<file path="src/rtl/alu_arb_pkg.sv">
// alu_arb_pkg: FSM state encoding and ALU op codes shared by the alu_arb slice
package alu_arb_pkg;
  typedef enum logic [1:0] {IDLE = 2'd0, EXEC = 2'd1, RESP = 2'd2} state_t;
  typedef enum logic [1:0] {CMD_ADD = 2'b00, CMD_SUB = 2'b01, CMD_OR = 2'b10, CMD_AND = 2'b11} cmd_t;
endpackage

</file>
<file path="src/rtl/alu_arb_if.sv">
// alu_arb_if: two-requester request/grant bus, result handshake and op counters; master = requesters/consumer, slave = alu_arb
interface alu_arb_if;
  logic req0, req1;
  logic [7:0] a0, b0, a1, b1;
  logic [1:0] cmd0, cmd1;
  logic gnt0, gnt1;
  logic res_vld, res_id, res_c, res_z, res_ack;
  logic [7:0] res_y;
  logic busy;
  logic [15:0] ops0, ops1;
  modport master (
    output req0, req1, a0, b0, a1, b1, cmd0, cmd1, res_ack,
    input gnt0, gnt1, res_vld, res_id, res_y, res_c, res_z, busy, ops0, ops1
  );
  modport slave (
    input req0, req1, a0, b0, a1, b1, cmd0, cmd1, res_ack,
    output gnt0, gnt1, res_vld, res_id, res_y, res_c, res_z, busy, ops0, ops1
  );
endinterface

</file>
<file path="src/rtl/alu_arb_alu.sv">
// alu_arb_alu: combinational 8-bit datapath; a,b,cmd in; y result, c carry (add only), z zero flag out
module alu_arb_alu
  import alu_arb_pkg::*;
(
  input  logic [7:0] a,
  input  logic [7:0] b,
  input  cmd_t       cmd,
  output logic [7:0] y,
  output logic       c,
  output logic       z
);
  logic [8:0] s;
  always_comb begin
    s = {1'b0, a} + {1'b0, b};
    y = cmd == CMD_ADD ? s[7:0] : cmd == CMD_SUB ? a - b : cmd == CMD_OR ? a | b : a & b;
    c = (cmd == CMD_ADD) & s[8];
    z = y == 8'h00;
  end
endmodule

</file>
<file path="src/rtl/alu_arb.sv">
// alu_arb: round-robin arbiter sharing one ALU between two requesters; ports clk, reset (sync, active-high), bus (alu_arb_if.slave)
module alu_arb
  import alu_arb_pkg::*;
(
  input logic   clk,
  input logic   reset,
  alu_arb_if.slave bus
);
  state_t state, state_nx;
  logic [7:0] a_q, b_q, res_y, y;
  cmd_t cmd_q;
  logic id_q, ptr, res_id, res_c, res_z, c, z;
  logic idle, any, pick, gnt;
  logic [15:0] ops0, ops1;
  alu_arb_alu u_alu (.a(a_q), .b(b_q), .cmd(cmd_q), .y(y), .c(c), .z(z));
  // ptr names the requester that wins a tie; it flips away from whoever was just granted
  always_comb begin
    idle = state == IDLE;
    any = bus.req0 | bus.req1;
    pick = bus.req0 & bus.req1 ? ptr : bus.req1;
    gnt = idle & any;
    state_nx = idle ? (any ? EXEC : IDLE) : state == EXEC ? RESP : bus.res_ack ? IDLE : RESP;
    bus.gnt0 = gnt & ~pick;
    bus.gnt1 = gnt & pick;
    bus.busy = ~idle;
    bus.res_vld = state == RESP;
    bus.res_y = res_y;
    bus.res_id = res_id;
    bus.res_c = res_c;
    bus.res_z = res_z;
    bus.ops0 = ops0;
    bus.ops1 = ops1;
  end
  always_ff @(posedge clk) begin
    if (reset) begin
      state <= IDLE;
      ptr <= 1'b0;
      a_q <= '0;
      b_q <= '0;
      cmd_q <= CMD_ADD;
      id_q <= 1'b0;
      res_y <= '0;
      res_id <= 1'b0;
      res_c <= 1'b0;
      res_z <= 1'b0;
      ops0 <= '0;
      ops1 <= '0;
    end else begin
      state <= state_nx;
      if (gnt) begin
        a_q <= pick ? bus.a1 : bus.a0;
        b_q <= pick ? bus.b1 : bus.b0;
        cmd_q <= cmd_t'(pick ? bus.cmd1 : bus.cmd0);
        id_q <= pick;
        ptr <= ~pick;
      end
      if (state == EXEC) begin
        res_y <= y;
        res_id <= id_q;
        res_c <= c;
        res_z <= z;
      end
      if (state == RESP && bus.res_ack) begin
        if (res_id) ops1 <= ops1 + 16'd1;
        else ops0 <= ops0 + 16'd1;
      end
    end
  end
endmodule
</file>
<file path="src/flat_wrapper.sv">
// flat-port wrapper written by rule: the top's interface ports become plain ports
module alu_arb_flat import alu_arb_pkg::*;
  (clk, reset, bus_req0, bus_req1, bus_a0, bus_b0, bus_a1, bus_b1, bus_cmd0, bus_cmd1, bus_res_ack, bus_gnt0, bus_gnt1, bus_res_vld, bus_res_id, bus_res_y, bus_res_c, bus_res_z, bus_busy, bus_ops0, bus_ops1);
  alu_arb_if bus_i ();
  input logic clk;
  input logic reset;
  input wire logic [$bits(bus_i.req0)-1:0] bus_req0;
  input wire logic [$bits(bus_i.req1)-1:0] bus_req1;
  input wire logic [$bits(bus_i.a0)-1:0] bus_a0;
  input wire logic [$bits(bus_i.b0)-1:0] bus_b0;
  input wire logic [$bits(bus_i.a1)-1:0] bus_a1;
  input wire logic [$bits(bus_i.b1)-1:0] bus_b1;
  input wire logic [$bits(bus_i.cmd0)-1:0] bus_cmd0;
  input wire logic [$bits(bus_i.cmd1)-1:0] bus_cmd1;
  input wire logic [$bits(bus_i.res_ack)-1:0] bus_res_ack;
  output wire logic [$bits(bus_i.gnt0)-1:0] bus_gnt0;
  output wire logic [$bits(bus_i.gnt1)-1:0] bus_gnt1;
  output wire logic [$bits(bus_i.res_vld)-1:0] bus_res_vld;
  output wire logic [$bits(bus_i.res_id)-1:0] bus_res_id;
  output wire logic [$bits(bus_i.res_y)-1:0] bus_res_y;
  output wire logic [$bits(bus_i.res_c)-1:0] bus_res_c;
  output wire logic [$bits(bus_i.res_z)-1:0] bus_res_z;
  output wire logic [$bits(bus_i.busy)-1:0] bus_busy;
  output wire logic [$bits(bus_i.ops0)-1:0] bus_ops0;
  output wire logic [$bits(bus_i.ops1)-1:0] bus_ops1;
  assign bus_i.req0 = bus_req0;
  assign bus_i.req1 = bus_req1;
  assign bus_i.a0 = bus_a0;
  assign bus_i.b0 = bus_b0;
  assign bus_i.a1 = bus_a1;
  assign bus_i.b1 = bus_b1;
  assign bus_i.cmd0 = bus_cmd0;
  assign bus_i.cmd1 = bus_cmd1;
  assign bus_i.res_ack = bus_res_ack;
  assign bus_gnt0 = bus_i.gnt0;
  assign bus_gnt1 = bus_i.gnt1;
  assign bus_res_vld = bus_i.res_vld;
  assign bus_res_id = bus_i.res_id;
  assign bus_res_y = bus_i.res_y;
  assign bus_res_c = bus_i.res_c;
  assign bus_res_z = bus_i.res_z;
  assign bus_busy = bus_i.busy;
  assign bus_ops0 = bus_i.ops0;
  assign bus_ops1 = bus_i.ops1;
  alu_arb u_core (.clk(clk), .reset(reset), .bus(bus_i));
endmodule
</file>
<file path="config.mk">
export PLATFORM = sky130hd
export DESIGN_NAME = alu_arb_flat
export DESIGN_NICKNAME = d
export VERILOG_FILES = /design/src/rtl/alu_arb_pkg.sv /design/src/rtl/alu_arb_if.sv /design/src/rtl/alu_arb_alu.sv /design/src/rtl/alu_arb.sv /design/src/flat_wrapper.sv
export SDC_FILE = /design/constraint.sdc
export NUM_CORES = 1
export LEC_CHECK = 0
export ABC_AREA = 1
export BUFFER_PORTS_ARGS = -buffer_cell sky130_fd_sc_hd__buf_2
export CAP_MARGIN = 20
export CORE_MARGIN = 5
export CORE_UTILIZATION = 40
export DETAILED_ROUTE_END_ITERATION = 8
export GPL_ROUTABILITY_DRIVEN = 0
export GPL_TIMING_DRIVEN = 0
export PLACE_DENSITY_LB_ADDON = 0.12
export SLEW_MARGIN = 20
export SYNTH_ARGS = -nofsm -noshare
export SYNTH_HDL_FRONTEND = slang
export SYNTH_HIERARCHICAL = 1
export SYNTH_SLANG_ARGS = --single-unit
export TNS_END_PERCENT = 100
</file>
<file path="constraint.sdc">
create_clock -name clk -period 2.2 [get_ports clk]
set_input_delay 0.33 -clock clk [delete_from_list [all_inputs] [get_ports clk]]
set_output_delay 0.33 -clock clk [all_outputs]
set_load 0.02 [all_outputs]
</file>
* Yosys cells after proc, flatten, opt, wreduce, memory -nomap -nowiden
Cells that the tools add are included.
Storage, ports and cells: bits in registers 65, input port bits 41, logic and storage cells 48
Operators by class: $add $sub $neg 4, equality and inequality tests 4, muxes and demuxes 11, bitwise gates (word level) 11, reductions and logical operators 6
Operators with widths (number):
- $mux W8 | 5
- $add A16 B1 Y16 const B | 2
- $add A8 B8 Y9 | 1
- $and A8 B8 Y8 | 1
- $logic_not A8 Y1 | 1
- $mux W2 | 4
- $or A8 B8 Y8 | 1
- $sub A8 B8 Y8 | 1
- $and A1 B1 Y1 | 5
- $eq A2 B1 Y1 const B | 2
- $eq A2 B2 Y1 const B | 2
- $logic_not A2 Y1 | 2
- $reduce_and A2 Y1 | 2
- $not A1 Y1 | 3
- $mux W1 | 2
- $logic_and A1 B1 Y1 | 1
- $or A1 B1 Y1 | 1

* Depth between registers and ports, before layout
depth in word-level cells 5, mapped depth 17, gate-level depth less buffers 17

* Hierarchy
The synthesis kept the hierarchy.
By module, submodules not included:
- alu_arb | times used 1, cells an instance 478, area an instance 3115.5 um2, sequential area each 1301.2 um2
- alu_arb_alu | times used 1, cells an instance 220, area an instance 1203.7 um2, sequential area each 0.0 um2

* Worst setup path before layout
Ideal clock, no wire load.
kind register to register, start point register u_core.a_q[0], end point register u_core.res_z, in the netlist u_core/bus.res_z, library setup time 0.116 ns, arrival time 1.809 ns, required time 2.084 ns, slack 0.275 ns, stages on the path, launching flop included 16, clock period less this slack 1.925 ns, cells stage by stage dfxtp_1 > inv_1 > ha_1 > fa_1 > inv_1 > nand2_1 > nand2_1 > nand3_1 > nand3_1 > nand2_1 > o21ai_0 > nand2_1 > nand3_1 > nor2_1 > nor2_1 > nor2_1
Between the ends: cells in the longest elaborated chain, start to end 5, elaborated cells on any way between the ends 8
RTL lines:
- start, declared | RTL line alu_arb.sv:10 | logic [7:0] a_q, b_q, res_y, y;
- start signal, assigned | RTL line alu_arb.sv:51 | a_q <= pick ? bus.a1 : bus.a0;
- branches (longest 3 deep; another with $sub A8 B8 Y8)
- $mux W8 (*) | RTL line alu_arb_alu.sv:15 | y = cmd == CMD_ADD ? s[7:0] : cmd == CMD_SUB ? a - b : cmd == CMD_OR ? a | b : a & b;
- $logic_not A8 Y1 (*) | RTL line alu_arb_alu.sv:17 | z = y == 8'h00;
- named net u_core.z | RTL line alu_arb.sv:12 | logic id_q, ptr, res_id, res_c, res_z, c, z;
- end signal, assigned | RTL line alu_arb.sv:61 | res_z <= z;
- end, declared | RTL line alu_arb.sv:12
Mark *: on every way through the listed nets, which the timed path passes. A chain may end at the register's enable or synchronous reset.

* Worst setup path in the final report
start point register u_core.b_q[0], end point register u_core.res_z, in the netlist u_core/bus.res_z
Between the ends: cells in the longest elaborated chain, start to end 5, elaborated cells on any way between the ends 8
RTL lines:
- start, declared | RTL line alu_arb.sv:10
- start signal, assigned | RTL line alu_arb.sv:52 | b_q <= pick ? bus.b1 : bus.b0;
- branches (longest 3 deep; another with $sub A8 B8 Y8)
- $mux W8 (*) | RTL line alu_arb_alu.sv:15
- $logic_not A8 Y1 (*) | RTL line alu_arb_alu.sv:17
- named net u_core.z | RTL line alu_arb.sv:12
Marks and branches as above.

==> metrics <==
Final WS setup 0.104 ns; clk sinks 65; sequential area share after synthesis 30.1%; Hold WS 0.243 ns; Root Driver clkbuf_8; CP max stage delay 0.38 ns; Placeable Area 10700 um2; cell count after placement 925; vias in the first global route 4211; Hold/Removal Path Class input port to register; switching portion of total power 36.2%; Hold Path Depth 5; Setup TNS 0 ns; Die Area 13000 um2; n_diodes 0; Top Ports 88; CP required 2.50 ns; predominant post-synthesis flop cell dfxtp_1; Crit path top cell by count nand2_1; crit start category register; Layout Utilization 48.7%; critical path class register to register; later-pin clock latency in the skew report 0.37 ns; Pins Over Slew Limit 0; Detailed Route Iter0 Violations 258; First-pass DRT Iterations 5; Crit-path slowest cell dfxtp_4; ratio of cells with drive above 1 in the final layout 20.9%; CP Capture Type register; Yosys Warn Count 6; Reg clk slew, reported paths 0.09 ns; Synth Register Bits 65; Distinct cells, synth 34; RR Startpoint u_core/b_q[0]$_SDFFE_PP0P_; Switch Pwr 1.22 mW; global-route wire length before repair 19.7 mm; Peak Freq 0.477 GHz; Place WS -0.0740 ns; Num CTS Buffers 9; routed wire length per instance 12.5 um; count of final setup violators 0; reg2reg end u_core/bus.res_z$_SDFFE_PP0N_; gr ovfl total 0; Tmin final 2.10 ns; crit share post-route 95.3%; Row Count 38; Sequential Power Share 38.9%; Data arrival, critical path 2.39 ns; synth top area cells dfxtp_1 30%, nand2_1 18%, inv_1 9.4%; synth cell count leaders 205 x nand2_1, 108 x inv_1, 105 x nor2_1, 65 x dfxtp_1, 61 x nand3_1; CTS tree yes; flop2flop setup slack 0.10 ns; Clock Path Buffers 2; Clock Power Share 32.3%; starting density of the core 40.4%; Final Net Count 867; result of the run finished clean; Post-DRT Antenna Nets 0; most frequent cell after synthesis nand2_1; CTS hold repair buffers 0; final instance area 5210 um2; largest net degree at the start of global routing 13; Post-Syn Nets 767; non-filler cells, final 943; Fin. Hold Viols 0; Max transition margin 64.1%; clock skew 0.0167 ns; total power 3.39 mW; Hold Path Sink u_core/a_q[1]$_SDFFE_PP0P_; worst vdd ir 343 uV; final WL 11.7 mm; Die X 114 um; pwr/cell area 649 nW/um2; Synth-to-Final Area Change 20.7%; number of flops mapped to enable cells by yosys 0; Reg2Reg Depth 16; dominant cell type by area after synthesis dfxtp_1; chip height 114 um; GRT Util Overall 18.5%; min-delay src bus_a0[1]; Worst-Margin Slew 0.539 ns; area of placed instances 4930 um2; max cap viols 0; htree depth 3; drt drc 0; vias per cell 4.82; worst-path fanout max 5; DR vias 4542; cells along the critical path ha_2 > inv_1 > fa_2 > inv_1 > nand3_1 > nand2_2 > nand2_1 > nand2_1 > inv_1 > nand2_1 > nand3_1 > nand2_1 > nand3_1 > nor2_1 > nor2_1 > nor2_1; asr flop ratio synth 0%; Leakage 2.70 nW; Netlist Area Pre-Place 4320 um2; Internal Pwr Total 2.16 mW; antenna violations before repair 0; Synth top area share 30.1%; syn avg cell area 6.19 um2; HPWL Detailed 9.04 mm; Buffers on Ports 87; combinational share of power 28.8%; Mapped Cells 698
-- per-layer routing --
layer  share of wire [%]  GRT usage, %  vias up  wire length [um]
met4                 1.2          5.46        0               142
met2                  43          28.7      124              5090
met3                 5.4          3.40       16               632
li1                    -             -     2350                 -
met5                   0             0        -                 0
met1                  50          26.4     2052              5880
-- layout by cell type (no fill, tap or decap), types with 3 or more instances in the layout --
master / count
a21oi_1: 20
clkbuf_8: 10
clkbuf_1: 6
buf_1: 3
dfxtp_1: 58
nand2_2: 8
buf_2: 95
inv_2: 6
nand2_4: 3
nand3_1: 60
nand4_1: 14
nor3_1: 4
nor2_4: 7
a21oi_2: 5
nand3_2: 5
nor2_1: 104
dfxtp_2: 6
nand2_1: 202
o21bai_1: 3
inv_1: 107
o21ai_0: 23
ha_1: 23
-- cell type report --
cell class / count / area [um2]
Clock inverter: 6 / 66.3
Multi-Input combinational cell: 501 / 2550
Buffer: 18 / 85.1
Sequential cell: 65 / 1310
Clock buffer: 10 / 138
Inverter: 114 / 430
Fill cell: 1160 / 5490
Timing Repair Buffer: 89 / 450
Tap cell: 140 / 175
-- state kept, by name, indices dropped and copies added (netlist names) --
name	flops
u_core/id_q	1
u_core/bus.ops0	16
u_core/a_q	8
u_core/bus.ops1	16
u_core/bus.res_c	1
u_core/b_q	8
u_core/cmd_q	2
u_core/ptr	1
u_core/bus.res_y	8
u_core/state	2
u_core/bus.res_z	1
u_core/bus.res_id	1
-- cell families after synthesis --
| group | after synthesis | share of synthesized area [%] |
|---|---|---|
| buffers and inverters | 132 | 11.9 |
| xor gates and xnor gates | 3 | 0.608 |
| DFF | 65 | 30.1 |
| adders and majority gates | 28 | 8.46 |
| and+or+nand+nor | 416 | 42.2 |
| AOI/OAI and AO/OA | 54 | 6.69 |
-- worst max-delay path by stage --
| stage | startpoint | endpoint | slack (ns) | cells past startpoint |
|---|---|---|---|---|
| 5_1_grt | u_core/b_q[5]$_SDFFE_PP0P_ | u_core/bus.res_z$_SDFFE_PP0N_ | -0.05 | 13 |
| 2_1_floorplan | u_core/a_q[0]$_SDFFE_PP0P_ | u_core/bus.res_z$_SDFFE_PP0N_ | 0.27 | 15 |
| 3_3_place_gp | u_core/a_q[0]$_SDFFE_PP0P_ | u_core/bus.res_z$_SDFFE_PP0N_ | -0.03 | 15 |
| 6_report | u_core/b_q[0]$_SDFFE_PP0P_ | u_core/bus.res_z$_SDFFE_PP0N_ | 0.10 | 16 |
| 3_5_place_dp | u_core/a_q[0]$_SDFFE_PP0P_ | u_core/bus.res_z$_SDFFE_PP0N_ | -0.07 | 15 |
| 4_1_cts | u_core/a_q[0]$_SDFFE_PP0P_ | u_core/bus.res_z$_SDFFE_PP0N_ | 0.005 | 15 |
-- power by group through the flow --
stage,logic [mW],registers (mW),clock network (mW)
2_1_floorplan,0.645,1.35,0
3_3_place_gp,0.899,1.34,0
3_5_place_dp,0.917,1.34,0
4_1_cts,0.926,1.31,1.11
5_1_grt,1.11,1.33,1.17
6_report,0.976,1.32,1.09
-- critical path: cells and delay by family (launching register included) --
kind,cells,cell delay [ns]
adder cells (fa/ha/maj),2,0.54
buffers and inverters,3,0.19
flip-flops,1,0.38
AND/OR/NAND/NOR,11,0.92
-- timing repair --
action,in CTS,in global routing
buffers inserted,0,2
resized for setup,2,23
endpoints found under the hold margin,0,0
endpoints found under the setup margin,1,4
pin swaps,0,3
No activity file was read; power rests on OpenSTA's default activity.
